==> src/rtl/la_uart_pkg.sv <==
// Shared state encodings and defaults for the UART command wrapper.
// Helper baud_load() converts a clock count into a down-counter reload value.
package la_uart_pkg;

  localparam int unsigned BAUD_DIV_DEFAULT = 434;
  localparam int unsigned TIMEOUT_DEFAULT  = 65535;

  typedef enum logic [1:0] {
    RX_IDLE,
    RX_START,
    RX_DATA,
    RX_STOP
  } rx_state_e;

  typedef enum logic [1:0] {
    TX_IDLE,
    TX_START,
    TX_DATA,
    TX_STOP
  } tx_state_e;

  typedef enum logic {
    ASM_HIGH,
    ASM_LOW
  } asm_state_e;

  // Counters run down to zero, so an interval of N clocks reloads with N-1.
  function automatic logic [15:0] baud_load(input int unsigned clocks);
    return 16'(clocks - 1);
  endfunction

endpackage

==> src/rtl/uart_rx.sv <==
// 8N1 receiver: two-flop synchronizer, mid-bit sampling, one-cycle rx_rdy_o
// strobe per byte with a good stop bit; glitches and framing errors are dropped.
module uart_rx
  import la_uart_pkg::*;
#(
  parameter int unsigned BAUD_DIV = BAUD_DIV_DEFAULT
) (
  input  logic       clk,
  input  logic       rst_n,
  input  logic       rx_i,
  output logic       rx_rdy_o,
  output logic [7:0] rx_data_o
);

  localparam logic [15:0] HALF_LOAD = baud_load(BAUD_DIV / 2);
  localparam logic [15:0] BIT_LOAD  = baud_load(BAUD_DIV);

  if (BAUD_DIV < 4 || BAUD_DIV > 65535) begin : g_bad_baud
    $error("uart_rx: BAUD_DIV must lie in 4..65535");
  end

  logic [1:0]  sync_q;
  logic        prev_q;
  logic        rx_s;
  rx_state_e   state_q, state_d;
  logic [15:0] cnt_q, cnt_d;
  logic [2:0]  bit_q, bit_d;
  logic [7:0]  shift_q, shift_d;
  logic        rdy_q, rdy_d;
  logic [7:0]  data_q, data_d;

  assign rx_s = sync_q[1];

  // Preset high so reset never looks like a start edge.
  always_ff @(posedge clk or negedge rst_n) begin
    if (!rst_n) begin
      sync_q <= 2'b11;
      prev_q <= 1'b1;
    end else begin
      sync_q <= {sync_q[0], rx_i};
      prev_q <= rx_s;
    end
  end

  always_ff @(posedge clk or negedge rst_n) begin
    if (!rst_n) begin
      state_q <= RX_IDLE;
      cnt_q   <= '0;
      bit_q   <= '0;
      shift_q <= '0;
      rdy_q   <= 1'b0;
      data_q  <= '0;
    end else begin
      state_q <= state_d;
      cnt_q   <= cnt_d;
      bit_q   <= bit_d;
      shift_q <= shift_d;
      rdy_q   <= rdy_d;
      data_q  <= data_d;
    end
  end

  always_comb begin
    state_d = state_q;
    cnt_d   = cnt_q;
    bit_d   = bit_q;
    shift_d = shift_q;
    rdy_d   = 1'b0;
    data_d  = data_q;
    unique case (state_q)
      RX_IDLE: begin
        if (prev_q && !rx_s) begin
          state_d = RX_START;
          cnt_d   = HALF_LOAD;
        end
      end
      RX_START: begin
        if (cnt_q == '0) begin
          if (rx_s) begin
            state_d = RX_IDLE;
          end else begin
            state_d = RX_DATA;
            cnt_d   = BIT_LOAD;
            bit_d   = '0;
          end
        end else begin
          cnt_d = cnt_q - 16'd1;
        end
      end
      RX_DATA: begin
        if (cnt_q == '0) begin
          shift_d = {rx_s, shift_q[7:1]};
          cnt_d   = BIT_LOAD;
          if (bit_q == 3'd7) begin
            state_d = RX_STOP;
          end else begin
            bit_d = bit_q + 3'd1;
          end
        end else begin
          cnt_d = cnt_q - 16'd1;
        end
      end
      RX_STOP: begin
        if (cnt_q == '0) begin
          state_d = RX_IDLE;
          if (rx_s) begin
            rdy_d  = 1'b1;
            data_d = shift_q;
          end
        end else begin
          cnt_d = cnt_q - 16'd1;
        end
      end
      default: state_d = RX_IDLE;
    endcase
  end

  assign rx_rdy_o  = rdy_q;
  assign rx_data_o = data_q;

endmodule

==> src/rtl/uart_cmd_wrapper.sv <==
// Two-byte command assembler on top of uart_rx plus an 8N1 response transmitter.
// Define UART_CMD_TIMEOUT_EN to abandon a half-received command after TIMEOUT_CYCLES.
module uart_cmd_wrapper
  import la_uart_pkg::*;
#(
  parameter int unsigned BAUD_DIV       = BAUD_DIV_DEFAULT,
  parameter int unsigned TIMEOUT_CYCLES = TIMEOUT_DEFAULT
) (
  input  logic        clk,
  input  logic        rst_n,
  input  logic        RX,
  output logic        TX,
  output logic [15:0] cmd,
  output logic        cmd_rdy,
  input  logic        clr_cmd_rdy,
  input  logic [7:0]  resp,
  input  logic        send_resp,
  output logic        resp_sent
);

  localparam logic [15:0] BIT_LOAD = baud_load(BAUD_DIV);

  if (BAUD_DIV < 4 || BAUD_DIV > 65535 || TIMEOUT_CYCLES < 1) begin : g_bad_param
    $error("uart_cmd_wrapper: BAUD_DIV must lie in 4..65535, TIMEOUT_CYCLES >= 1");
  end

  logic       rx_rdy;
  logic [7:0] rx_data;

  uart_rx #(
    .BAUD_DIV (BAUD_DIV)
  ) u_rx (
    .clk       (clk),
    .rst_n     (rst_n),
    .rx_i      (RX),
    .rx_rdy_o  (rx_rdy),
    .rx_data_o (rx_data)
  );

  asm_state_e  asm_q, asm_d;
  logic [15:0] cmd_q, cmd_d;
  logic        cmd_rdy_q, cmd_rdy_d;
  logic        timeout;

`ifdef UART_CMD_TIMEOUT_EN
  logic [31:0] to_cnt_q, to_cnt_d;

  always_comb begin
    to_cnt_d = '0;
    timeout  = 1'b0;
    if (asm_q == ASM_LOW && !rx_rdy) begin
      if (to_cnt_q == TIMEOUT_CYCLES - 1) begin
        timeout = 1'b1;
      end else begin
        to_cnt_d = to_cnt_q + 32'd1;
      end
    end
  end

  always_ff @(posedge clk or negedge rst_n) begin
    if (!rst_n) begin
      to_cnt_q <= '0;
    end else begin
      to_cnt_q <= to_cnt_d;
    end
  end
`else
  assign timeout = 1'b0;
`endif

  always_ff @(posedge clk or negedge rst_n) begin
    if (!rst_n) begin
      asm_q     <= ASM_HIGH;
      cmd_q     <= '0;
      cmd_rdy_q <= 1'b0;
    end else begin
      asm_q     <= asm_d;
      cmd_q     <= cmd_d;
      cmd_rdy_q <= cmd_rdy_d;
    end
  end

  // A byte arriving while the previous command is unconsumed is lost outright.
  always_comb begin
    asm_d     = asm_q;
    cmd_d     = cmd_q;
    cmd_rdy_d = cmd_rdy_q;
    if (clr_cmd_rdy) begin
      cmd_rdy_d = 1'b0;
    end
    if (rx_rdy && !cmd_rdy_q) begin
      unique case (asm_q)
        ASM_HIGH: begin
          cmd_d[15:8] = rx_data;
          asm_d       = ASM_LOW;
        end
        ASM_LOW: begin
          cmd_d[7:0] = rx_data;
          cmd_rdy_d  = 1'b1;
          asm_d      = ASM_HIGH;
        end
        default: asm_d = ASM_HIGH;
      endcase
    end else if (timeout) begin
      asm_d = ASM_HIGH;
    end
  end

  assign cmd     = cmd_q;
  assign cmd_rdy = cmd_rdy_q;

  tx_state_e   tx_state_q, tx_state_d;
  logic [15:0] tx_cnt_q, tx_cnt_d;
  logic [2:0]  tx_bit_q, tx_bit_d;
  logic [7:0]  tx_shift_q, tx_shift_d;
  logic        tx_line_q, tx_line_d;

  always_ff @(posedge clk or negedge rst_n) begin
    if (!rst_n) begin
      tx_state_q <= TX_IDLE;
      tx_cnt_q   <= '0;
      tx_bit_q   <= '0;
      tx_shift_q <= '0;
      tx_line_q  <= 1'b1;
    end else begin
      tx_state_q <= tx_state_d;
      tx_cnt_q   <= tx_cnt_d;
      tx_bit_q   <= tx_bit_d;
      tx_shift_q <= tx_shift_d;
      tx_line_q  <= tx_line_d;
    end
  end

  always_comb begin
    tx_state_d = tx_state_q;
    tx_cnt_d   = tx_cnt_q;
    tx_bit_d   = tx_bit_q;
    tx_shift_d = tx_shift_q;
    tx_line_d  = tx_line_q;
    resp_sent  = 1'b0;
    unique case (tx_state_q)
      TX_IDLE: begin
        if (send_resp) begin
          tx_shift_d = resp;
          tx_cnt_d   = BIT_LOAD;
          tx_line_d  = 1'b0;
          tx_state_d = TX_START;
        end
      end
      TX_START: begin
        if (tx_cnt_q == '0) begin
          tx_state_d = TX_DATA;
          tx_cnt_d   = BIT_LOAD;
          tx_bit_d   = '0;
          tx_line_d  = tx_shift_q[0];
        end else begin
          tx_cnt_d = tx_cnt_q - 16'd1;
        end
      end
      TX_DATA: begin
        if (tx_cnt_q == '0) begin
          tx_cnt_d = BIT_LOAD;
          if (tx_bit_q == 3'd7) begin
            tx_state_d = TX_STOP;
            tx_line_d  = 1'b1;
          end else begin
            tx_bit_d   = tx_bit_q + 3'd1;
            tx_shift_d = tx_shift_q >> 1;
            tx_line_d  = tx_shift_q[1];
          end
        end else begin
          tx_cnt_d = tx_cnt_q - 16'd1;
        end
      end
      TX_STOP: begin
        if (tx_cnt_q == '0) begin
          resp_sent = 1'b1;
          // Back-to-back: a request in the last stop cycle starts the next frame directly.
          if (send_resp) begin
            tx_shift_d = resp;
            tx_cnt_d   = BIT_LOAD;
            tx_line_d  = 1'b0;
            tx_state_d = TX_START;
          end else begin
            tx_state_d = TX_IDLE;
          end
        end else begin
          tx_cnt_d = tx_cnt_q - 16'd1;
        end
      end
      default: tx_state_d = TX_IDLE;
    endcase
  end

  assign TX = tx_line_q;

endmodule
==> config.mk <==
export PLATFORM = sky130hd
export DESIGN_NAME = uart_cmd_wrapper
export DESIGN_NICKNAME = d
export VERILOG_FILES = /design/src/rtl/la_uart_pkg.sv /design/src/rtl/uart_rx.sv /design/src/rtl/uart_cmd_wrapper.sv
export SDC_FILE = /design/constraint.sdc
export NUM_CORES = 1
export LEC_CHECK = 0
export CORE_ASPECT_RATIO = 0.5
export CORE_MARGIN = 4
export CORE_UTILIZATION = 40
export DETAILED_ROUTE_END_ITERATION = 16
export GPL_TIMING_DRIVEN = 1
export HOLD_SLACK_MARGIN = 0.05
export PLACE_DENSITY = 0.63
export SLEW_MARGIN = 20
export SYNTH_ARGS = -nofsm -noshare
export SYNTH_HDL_FRONTEND = slang
export SYNTH_HIERARCHICAL = 1
export SYNTH_SLANG_ARGS = --single-unit
==> constraint.sdc <==
create_clock -name clk -period 2.3 [get_ports clk]
set_input_delay 0.46 -clock clk [delete_from_list [all_inputs] [get_ports clk]]
set_output_delay 0.46 -clock clk [all_outputs]
set_load 0.05 [all_outputs]
# Word-level counts from Yosys, hierarchy flattened
# Index checks and enable logic that the tools add are counted.
[totals] latchBits=0 mem_bits_rw=0 rom_bits=0 memories=0 input_bits=13 register_bits=89
[classes] shifts=0 eq_ne=23 n_mux=53 reduce_logical=23 div_mod_pow=0 order_cmp=0 bitwise_logic=1 n_addsub=4 n_mul=0
[op_table] operator="$mux 16" n=8
[op_table] operator="$pmux 16 s4" n=1
[op_table] operator="$pmux 16 s3" n=1
[op_table] operator="$logic_not 16->1" n=2
[op_table] operator="$mux 8" n=4
[op_table] operator="$sub 16x1->16 const B" n=2
[op_table] operator="$pmux 8 s3" n=1
[op_table] operator="$mux 2" n=11
[op_table] operator="$mux 3" n=7
[op_table] operator="$ne 2x2->1 const B" n=9
[op_table] operator="$pmux 2 s4" n=2
[op_table] operator="$reduce_and 5->1" n=3
[op_table] operator="$mux 1" n=14
[op_table] operator="$pmux 3 s2" n=2
[op_table] operator="$ne 2x1->1 const B" n=5
[op_table] operator="$reduce_and 3->1" n=3
[op_table] operator="$eq 2x2->1 const B" n=4
[op_table] operator="$reduce_and 4->1" n=2
[op_table] operator="$add 3x1->3 const B" n=2
[op_table] operator="$eq 3x3->1 const B" n=2
[op_table] operator="$reduce_and 2->1" n=3
[op_table] operator="$eq 2x1->1 const B" n=2
[op_table] operator="$logic_not 2->1" n=2
[op_table] operator="$pmux 1 s4" n=1
[op_table] operator="8 further kinds" n=11

# Depth between registers and ports, before layout
# Gate-level depths: netlist (run 1).
[depth] depth_word=4 ltp_mapped=9 mapped_depth_nobuf=7

# Modules after synthesis
# Netlist (run 1), hierarchy kept.
[modules_own_cells] module="uart_cmd_wrapper" area_per_inst_um2=2453.6 cells_per_inst=231 instances=1 seq_area_each_um2=1202.4
[modules_own_cells] module="uart_rx" area_per_inst_um2=2063.2 cells_per_inst=194 instances=1 seq_area_each_um2=1029.7

# Least setup slack after synthesis (run 1)
# OpenSTA, ideal clock, no wires.
[synth_timing] path_type="register -> register" startpoint="reg u_rx.cnt_q[0]" endpoint="reg u_rx.bit_q[0]" slack_ps=-8 period_less_slack_ps=2308 path_buffers=0 required_time_ps=2175 path_stages_with_launch=8 t_arrival_ps=2183 cell_sequence="dfrtp_1 -> inv_1 -> ha_1 -> or3b_2 -> nor4_4 -> nand2_2 -> a211oi_2 -> mux2_2"
[synth_between] elab_chain_len=3 elab_cells_between_ends=4 cone_classes="eq/ne: 2; reduce/logical: 2"
[synth_rtl] item="start, declared" line_no="uart_rx.sv:26" rtl="logic [15:0] cnt_q, cnt_d;"
[synth_rtl] item="start signal, assigned" line_no="uart_rx.sv:55" rtl="cnt_q <= cnt_d;"
[synth_rtl] item="$logic_not 16->1 *" line_no="uart_rx.sv:78, uart_rx.sv:91"
[synth_rtl] item="$ne 2x1->1 (no line)"
[synth_rtl] item="$reduce_and 5->1 (no line) *"
[synth_rtl] item="end signal, assigned" line_no="uart_rx.sv:56" rtl="bit_q <= bit_d;"
[synth_rtl] item="end, declared" line_no="uart_rx.sv:27" rtl="logic [2:0] bit_q, bit_d;"
# Every way passes the cells marked *; elsewhere a longest branch is shown, timed or not.
# A chain may end at the register's enable or synchronous reset.

# Worst setup path after layout (run 1)
[layout_timing] startpoint="reg tx_cnt_q[11]" endpoint="out resp_sent"
[layout_between] elab_chain_len=3
[layout_rtl] item="start, declared" line_no="uart_cmd_wrapper.sv:113" rtl="logic [15:0] tx_cnt_q, tx_cnt_d;"
[layout_rtl] item="start signal, assigned" line_no="uart_cmd_wrapper.sv:127" rtl="tx_cnt_q <= tx_cnt_d;"
[layout_rtl] item="$logic_not 16->1" line_no="uart_cmd_wrapper.sv:176" rtl="if (tx_cnt_q == '0) begin"
[layout_rtl] item="$mux 1" line_no="uart_cmd_wrapper.sv:176"
[layout_rtl] item="$mux 1" line_no="uart_cmd_wrapper.sv:141" rtl="unique case (tx_state_q)"
[layout_rtl] item="end, declared" line_no="uart_cmd_wrapper.sv:18" rtl="output logic resp_sent"
# Every way passes these cells.

==> metrics.txt, run 1 <==
status=completed; post-synthesis instance total=425; DRC=0; Net Sw Power=0.00151 W; Starting DRT DRC Count=219; reg2reg end=u_rx/rx_data_o[5]$_DFFE_PN0P_; Finish-stage setup viols=0; delay-heaviest family, CP=simple AND/OR/NAND/NOR gates; Main synth FF type=dfrtp_1; Hold/Removal Path Class=register to register; post-detail-place hpwl=6550 um; CP Launch Type=register; Initial Util=41.0%; Max clock buf depth=2; Avg Synthesized Cell Area=10.6 um2; Worst Path Required=1.84 ns; antenna viol nets, final=0; full die area=13,200 um2; Yosys top cell area share=47.1%; largest net degree at the start of global routing=38; Seq cells post-synth=89; routability cong.=0.811; WP depth=4; syn_nets=455; final hold vios=0; CTS tree=yes; leading area contributor after synthesis=dfrtp_1; R2R cell count=6; Post-Syn Area=4520 um2; antenna violations before repair=0; antenna cell count=0; worst hold path depth=0; Clock transition at path regs=0.06 ns; crit-path cells=nor4_4 > and4_4 > and2_4 > buf_12; peak supply drop=0.413 mV; Synth area leaders=dfrtp_1 47%, mux2_2 8.7%, o21ai_0 4.9%, ha_1 4.7%, nor2_1 2.7%; Max-cap violations=0; Worst Hold Endpoint=u_rx/sync_q[1]$_DFF_PN1_; skew final=0.00447 ns; Vias/cell=5.25; layout cells sized above 1=23.3%; setup slack after layout=0.0448 ns; worst path bufs/invs=1; clock share of power=31.2%; Core Rows=27; area of the core=11,000 um2; Leak Pwr=2.48 nW; Die X=158 um; vias in the first global route=3,322; final net count=523; EDFF count, synth=0; CTS Root Cell=clkbuf_16; Clock Latency Late Sink=0.34 ns; count of final max-slew check failures=0; sequential area share after synthesis=49.4%; via count=3,377; period utilisation layout=98.1%; crit path DAT=1.80 ns; Flop pwr share=38.5%; Power Dens Cells=829 nW/um2; Global Route Usage Sum=15.0%; Num CTS Buffers=9; Port Buffer Count=31; TNS Setup=0 ns; Yosys cell types=65; P_int=0.00319 W; wire length per cell=14.5 um; Final min period=2.26 ns; Sink Count=89; FF-to-FF setup slack=0.08 ns; FMAX=443 MHz; worst r2r src=u_rx/cnt_q[7]$_DFFE_PN0P_; placed cells=623; CP Class=register to output pin; post-route insts no fill=643; GRT overflow=0; first-pass GRT wire length=16,200 um; Hold Crit Start=u_rx/sync_q[0]$_DFF_PN1_; Gate power share=30.3%; Routed WL=9350 um; Top Ports=32; crit path max-delay cell type=dfrtp_1; die height=83.1 um; P&R area growth vs syn=25.4%; H-tree Lvls=3; CP max FO=6; Worst Tran Pin Value=0.522 ns; Sw Ratio=32.1%; DP Worst Slack=0.0258 ns; Yosys warning count=6; RSZ-0062 raised after global routing=true; critical path launch point=tx_cnt_q[11]$_DFF_PN0_; TritonRoute pass-1 iters=4; crit-path max cell delay=0.45 ns; Worst slew margin=65.1%; critical path endpoint category=output pin; FFs w/ async S/R, synth=100%
## cell usage in the layout (no fill, tap or decap), drive strengths merged, types with 2 or more instances in the layout
master / instances
a211oi: 6
a21boi: 2
a21o: 2
a21oi: 17
a22o: 2
a22oi: 3
a311oi: 3
a31oi: 3
buf: 41
clkbuf: 11
clkdlybuf4s50: 29
clkinvlp: 2
dfrtp: 85
dfstp: 4
ha: 17
inv: 22
mux2: 35
mux2i: 11
nand2: 30
nand2b: 2
nand3: 8
nand4: 4
nor2: 33
nor3: 13
nor3b: 3
nor4: 8
o21a: 3
o21ai: 47
o22a: 2
o31ai: 3
o32ai: 2
o41ai: 5
or2: 4
or3: 6
or3b: 2
or4: 4
xnor2: 2
xor2: 2
## synth_stat cells, drive strengths merged (5+ instances only)
cell type	instances
o41ai	5
clkbuf	8
or3	6
buf	6
nor2	33
dfrtp	85
nor3	13
nand2	30
nand3	8
inv	20
ha	17
a21oi	17
a211oi	6
o21ai	47
nor4	8
mux2	35
mux2i	11
## sequential cells by signal (all words and copies together) (netlist names), named ones only
name	flops
u_rx/rx_rdy_o	1
tx_bit_q	3
u_rx/prev_q	1
cmd	16
u_rx/sync_q	2
tx_state_q	2
u_rx/bit_q	3
TX	1
asm_q	1
tx_shift_q	8
u_rx/cnt_q	16
cmd_rdy	1
u_rx/state_q	1
u_rx/rx_data_o	8
tx_cnt_q	16
u_rx/shift_q	8
## routing by layer
layer	part of all wire, %	track usage (%)	up-vias
li1	-	-	1700
met1	49	20.5	1630
met2	47	23.7	39
met3	2.9	4.11	8
met4	1.0	3.48	0
met5	0	0	-
## cell type report
cell class / instances / area, um2
fill: 988 / 5350
sequential: 89 / 2230
multi-input combinational: 302 / 2210
timing repair buffer: 71 / 674
clock buffer: 11 / 233
tap: 145 / 181
inverter: 20 / 75.1
clock inverter: 5 / 62.6
## metrics by stage
step	hold slack, ns	area [um2]	util [%]	power (W)
after CTS	0.358	5610	50.9	0.00473
after floorplan	0.164	4520	-	0.00271
after detailed placement	0.348	5280	48.0	0.00324
after global placement	0.347	5280	48.0	0.00322
final	0.356	5660	51.4	0.00470
after global routing	0.365	5660	51.4	0.00500
## power by group through the flow
stage / clock network (W) / registers [W] / logic (W)
2_1_floorplan: 0 / 0.00182 / 0.000889
3_3_place_gp: 0 / 0.00183 / 0.00139
3_5_place_dp: 0 / 0.00183 / 0.00141
4_1_cts: 0.00151 / 0.00181 / 0.00142
5_1_grt: 0.00158 / 0.00183 / 0.00159
6_report: 0.00146 / 0.00181 / 0.00142
## logic make-up (layout without fill, tap and decap cells)
| kind of cell | after synthesis | count (layout) | synth area share (%) |
|---|---|---|---|
| simple gates | 122 | 122 | 14.9 |
| buf+inv | 34 | 107 | 2.99 |
| fa+ha+maj | 17 | 17 | 4.71 |
| xor+xnor | 4 | 4 | 0.776 |
| flops | 89 | 89 | 49.4 |
| mux | 46 | 46 | 11.2 |
| compound gates | 113 | 113 | 16.1 |
## how the worst max path moves through the flow
stage | end | slack, ns
after CTS | resp_sent | 0.003
final | resp_sent | 0.04
after global routing | resp_sent | -0.05
after detailed placement | u_rx/rx_data_o[0]$_DFFE_PN0P_ | 0.03
after global placement | u_rx/rx_data_o[6]$_DFFE_PN0P_ | 0.07
after floorplan | u_rx/rx_data_o[0]$_DFFE_PN0P_ | -0.005
## timing repair
| item | in CTS | in global routing |
|---|---|---|
| setup endpoints to repair | 1 | 36 |
| hold buffers | 1 | 0 |
| gates resized for setup | 1 | 15 |
| endpoints found under the hold margin | 21 | 0 |
| buffers inserted | 2 | 1 |
| pin swaps | 0 | 2 |
Power figures use the tool's default switching activity.
==> run 2, diff against run 1 <==
--- a/config.mk
+++ b/config.mk
@@ -5,9 +5,11 @@
 export SDC_FILE = /design/constraint.sdc
 export NUM_CORES = 1
 export LEC_CHECK = 0
+export ABC_AREA = 0
 export CORE_ASPECT_RATIO = 0.5
 export CORE_MARGIN = 4
 export CORE_UTILIZATION = 40
+export CTS_CLUSTER_DIAMETER = 60
 export DETAILED_ROUTE_END_ITERATION = 16
 export GPL_TIMING_DRIVEN = 1
 export HOLD_SLACK_MARGIN = 0.05
==> results of run 2 <==
Final layout, timing and power as in run 1 (identical DEF).
==> RTL change 1, RTL diff (settings of run 2) <==
`shift_q` no longer has a reset.
--- a/src/rtl/uart_rx.sv
+++ b/src/rtl/uart_rx.sv
@@ -47,17 +47,19 @@
       state_q <= RX_IDLE;
       cnt_q   <= '0;
       bit_q   <= '0;
-      shift_q <= '0;
       rdy_q   <= 1'b0;
       data_q  <= '0;
     end else begin
       state_q <= state_d;
       cnt_q   <= cnt_d;
       bit_q   <= bit_d;
-      shift_q <= shift_d;
       rdy_q   <= rdy_d;
       data_q  <= data_d;
     end
+  end
+
+  always_ff @(posedge clk) begin
+    shift_q <= shift_d;
   end
 
   always_comb begin
Function: same outputs for any inputs over 10 cycles, from zero or initial values and one cycle with rst_n low; that may be too few to reach the edited logic, so the function may still have changed.
==> RTL change 1 against run 2 <==
Cell area fell by 1.3%. Largest power group unchanged. Critical path depth increased by 3. Total power is 3.4% higher. Via count is 0.83% higher. Highest routed layer unchanged. Die area is 0.97% lower. Sequential cell count did not move. Synthesized area fell by 1.1%. Final cell count decreased by 1.9%. Setup slack better by 0.013 ns. Clock skew up 0.0025 ns. Fmax grew 0.57%. Wire length is essentially flat.
==> RTL change 1: results <==
[status]
status = "completed"

[grt]
grt_first_pass_wirelength_mm = 15.9
globalRouteMet1Util_pct = 19.8
grt.met3_usage_pct = 4.37
grt_start_max_net_pins = 43
grt_util_all_layers_pct = 15.3

[logic_synthesis]
number_of_enable_flip_flop_cells_after_synthesis = 8
synth.lib_cells_used.distinct = 66
post_synth_main_area_contributors = "sky130_fd_sc_hd__dfrtp_1, sky130_fd_sc_hd__edfxtp_1, sky130_fd_sc_hd__mux2_2, sky130_fd_sc_hd__ha_1, sky130_fd_sc_hd__o21ai_0"
yosysSeqAreaShare_pct = 50.8
ys_async_sr_fraction_pct = 91.0

[route]
detailroute.wirelength.met2_mm = 4.41
dr.first_iter.drc_count = 176
routedLengthMet1_mm = 4.52
wl_met3_um = 326
vias = 3405
routed_wl_mm = 9.36

[placement]
place_area_um2 = 5170
hpwl_after_detailed_placement_mm = 6.54

[worst_setup_path]
reg2reg_from = "u_rx/cnt_q[8]"
crit_fanout = 3
worst_r2r_path_depth = 5
setup.reg_to_reg.worst_slack_ns = 0.06
max_stage_delay_ns = 0.40
critical_path_arrival_ns = 1.78

[sta]
slew_headroom_pct = 55.9
timing.clock.skew_ns = 0.00694
timing.hold.ws_ns = 0.100

[final_layout]
final_layout_size_suffix_gt1_share_pct = 20.6
final-seq-area_um2 = 2270
nNetsFinal = 516
fillCellCount = 940
non_clock_inverter_count = 17
multi_input_gate_share_of_the_layout_cell_area_pct = 38.3
nMultiInputCombCells = 298
antenna-diode-count = 0
bufAreaShareNonClock_pct = 11.5

[power_and_ir_drop]
power.share.combinational_pct = 32.3
max-vdd-ir-drop_mv = 0.426
power_share_of_the_clock_group_pct = 29.8

[floorplanning]
design.die.area_um2 = 13000

[min_path]
worst_min_delay_path_class = "in -> async"
==> RTL change 1: worst max path at each step <==
stage          slack, ns                end           from  cells past startpoint
5_1_grt            -0.04      u_rx/cnt_q[3]  u_rx/cnt_q[8]                      7
4_1_cts           0.0005          resp_sent    tx_cnt_q[8]                      4
2_1_floorplan       0.03    u_rx/shift_q[0]  u_rx/cnt_q[0]                      6
3_3_place_gp         0.1  u_rx/rx_data_o[1]  u_rx/cnt_q[0]                      7
6_report            0.06          resp_sent    tx_cnt_q[0]                      7
3_5_place_dp        0.03  u_rx/rx_data_o[7]  u_rx/cnt_q[1]                      7
==> RTL change 1: kinds of logic (layout without fill, tap and decap cells) <==
kind of cell | count (synthesis) | in the layout | share of synthesized area (%)
multiplexers | 39 | 39 | 9.52
adder cells (fa/ha/maj) | 17 | 17 | 4.76
XOR/XNOR | 4 | 4 | 0.784
AND/OR/NAND/NOR | 126 | 127 | 15.5
AO/OA/AOI/OAI | 111 | 111 | 16.0
buffers and inverters | 29 | 104 | 2.63
flip-flops | 89 | 89 | 50.8
==> RTL change 1: per-stage QoR <==
stage / utilization [%] / setup slack, ns / power, µW / std cells
after floorplan: - / 0.0284 / 2820 / 415
after global placement: 49.0 / 0.0967 / 3320 / 605
after detailed placement: 49.0 / 0.0333 / 3330 / 605
after CTS: 52.2 / 0.000457 / 4810 / 624
after global routing: 53.1 / -0.0397 / 5160 / 631
final: 53.1 / 0.0577 / 4860 / 631
==> RTL change 1: what timing repair did <==
item / in CTS / in global routing
hold buffers: 0 / 0
hold endpoints to repair: 0 / 0
gates resized for setup: 5 / 9
endpoints found under the setup margin: 1 / 29
pin swaps: 1 / 4
buffers inserted: 3 / 5
cloned: 0 / 2
==> RTL change 2, RTL diff (config.mk and constraints of run 2) <==
Without the edit above. Add a define of `UART_CMD_TIMEOUT_EN`.
--- a/src/rtl/uart_cmd_wrapper.sv
+++ b/src/rtl/uart_cmd_wrapper.sv
@@ -1,5 +1,7 @@
 // Two-byte command assembler on top of uart_rx plus an 8N1 response transmitter.
 // Define UART_CMD_TIMEOUT_EN to abandon a half-received command after TIMEOUT_CYCLES.
+`define UART_CMD_TIMEOUT_EN
+
 module uart_cmd_wrapper
   import la_uart_pkg::*;
 #(
Function: no difference found for any inputs over 10 cycles, from zero or initial values and one cycle with rst_n low; that may be too few to reach the edited logic, so the function may still have changed.
==> RTL change 2 against run 2 <==
The flow now finishes with violations (negative setup slack). Critical endpoint unchanged. Worst hold slack gained 0.0031 ns. Setup slack lost 0.30 ns. Critical path type unchanged. Total power grew 49%. Utilization grew 2.5 points. Clock skew grew 0.0061 ns. Synthesized cell count grew 40%. Largest cell class is now multi-input combinational cells. Sequential cell count grew 32. Synthesized area grew 36%. Cell area grew 41%. Via count grew 46%. Fmax shrank 12%. Global-route usage grew 1.6 points. Wire length grew 47%.
==> RTL change 2: results <==
[status]
status = "finished, violations left"
violations = "negative setup slack"

[logic_synthesis]
post_synth_main_area_contributors = "sky130_fd_sc_hd__dfrtp_1, sky130_fd_sc_hd__mux2_2, sky130_fd_sc_hd__ha_1, sky130_fd_sc_hd__o21ai_0, sky130_fd_sc_hd__nor2_1"
synth.lib_cells_used.distinct = 69
synthTopCellsByCount = "sky130_fd_sc_hd__dfrtp_1, sky130_fd_sc_hd__nor2_1, sky130_fd_sc_hd__mux2_2, sky130_fd_sc_hd__o21ai_0, sky130_fd_sc_hd__nand2_1"
ys_warn_count = 6
ys.flop_type = "sky130_fd_sc_hd__dfrtp_1"
yosysSeqAreaShare_pct = 49.2
mappedNetlistNets = 627

[placement]
hpwl_after_detailed_placement_mm = 8.97
globalplace.congestion = 0.862
pre_cts_slack_ns = -0.0642

[final_layout]
nNetsFinal = 718
largest_reg_flops = 32
final_layout_size_suffix_gt1_share_pct = 24.4
fillCellCount = 1247
antenna-diode-count = 0

[clock_network]
tritoncts.num_buffers = 17
worst_skew_pair.late_latency_ns = 0.41
count_of_h_tree_levels_built_during_cts = 4
clock_transition_at_the_registers_of_the_reported_paths_ns = 0.05

[worst_setup_path]
critical_path_arrival_ns = 2.09
crit_fanout = 2

[grt]
grt_first_pass_wirelength_mm = 23.9
grt_util_all_layers_pct = 16.5
grt_start_max_net_pins = 60
first_global_vias = 4987

[sta]
final_setup_violating_endpoints = 5
slew_headroom_pct = 57.0
timing.clock.skew_ns = 0.0105
fin_ws_ns = -0.252

[min_path]
worst_min_delay_path_class = "reg -> reg"

[route]
dr.first_iter.drc_count = 358
vias_per_cell = 5.48
detailedRoute.firstPassIterationCount = 5
wl_per_cell_um = 15.3

[power_and_ir_drop]
max-vdd-ir-drop_mv = 0.584
leakagePower_uw = 0.00345
## RTL change 2: cell count changes after synthesis, sizes merged, moves of 7 or more
cell | run 2 | this run
mux2i | 11 | 4
mux2 | 35 | 46
nand4 | 4 | 17
xor2 | 2 | 13
nor4 | 8 | 16
nand2 | 30 | 39
a21oi | 17 | 34
dfrtp | 85 | 117
nand3 | 8 | 24
nor2 | 33 | 53
## RTL change 2: critical path, cell delays in order, from the launching register on
cell and delay [ns]:
sky130_fd_sc_hd__dfrtp_1 0.39, sky130_fd_sc_hd__or4_1 0.57, sky130_fd_sc_hd__buf_4 0.17, sky130_fd_sc_hd__nor4_4 0.24, sky130_fd_sc_hd__and2_4 0.20, sky130_fd_sc_hd__buf_12 0.13
## RTL change 2: path summary, 6_finish.rpt
kind,start,endpoint,slack [ns],cells past startpoint
max in group asynchronous,rst_n,u_rx/sync_q[1],1.14,3
min reg2reg,u_rx/sync_q[0],u_rx/sync_q[1],0.36,0
max,tx_cnt_q[2],resp_sent,-0.25,5
min in group asynchronous,rst_n,tx_shift_q[2],0.50,2
min,u_rx/sync_q[0],u_rx/sync_q[1],0.36,0
max reg2reg,tx_cnt_q[1],tx_cnt_q[13],-0.07,7
## RTL change 2: final cells by class
type                       count  area share (%)
sequential                   121            38.1
timing repair buffer          88            10.6
clock buffer                  21            5.90
clock inverter                11            2.42
tap                          198            3.11
multi-input combinational    436            38.8
inverter                      23            1.08
## RTL change 2: per-stage QoR
step | cell area [µm²] | TNS (ns) | instances | hold slack (ns)
finish | 7970 | -0.414 | 898 | 0.359
CTS | 7810 | -0.391 | 891 | 0.362
global route | 7970 | -1.96 | 898 | 0.366
global placement | 7100 | -0.0350 | 856 | 0.354
floorplan | 6200 | -0.153 | 596 | 0.164
detailed placement | 7100 | -0.562 | 856 | 0.350
## RTL change 2: kinds of logic after synthesis
group / synth area share [%]
compound gates: 14.2
xor+xnor: 2.56
fa+ha+maj: 3.65
buf+inv: 2.60
flops: 49.2
mux: 9.05
simple gates: 18.8
## RTL change 2: per-layer routing
layer  up-vias  global-route usage [%]  part of all wire, %
li1       2392                       -                    -
met1      2457                    21.3                   48
met2        62                    28.7                   49
met3        13                    3.62                  2.9
met4         0                    4.34                 0.83
met5         -                       0                    0
## RTL change 2: where the power goes
part	leakage [µW]	total [µW]	internal [µW]	switching (µW)
Clock	0.000319	2980	2010	967
Combinational	0.00153	1630	711	922
Sequential	0.00160	2410	2280	130
Total	0.00345	7010	5000	2020
## RTL change 2: what timing repair did
item | in CTS | in global routing
hold endpoints to repair | 20 | 0
pin swaps | 7 | 12
buffers inserted | 2 | 6
resized for setup | 5 | 21
cloned | 0 | 1
setup endpoints to repair | 13 | 51
hold buffers | 1 | 0
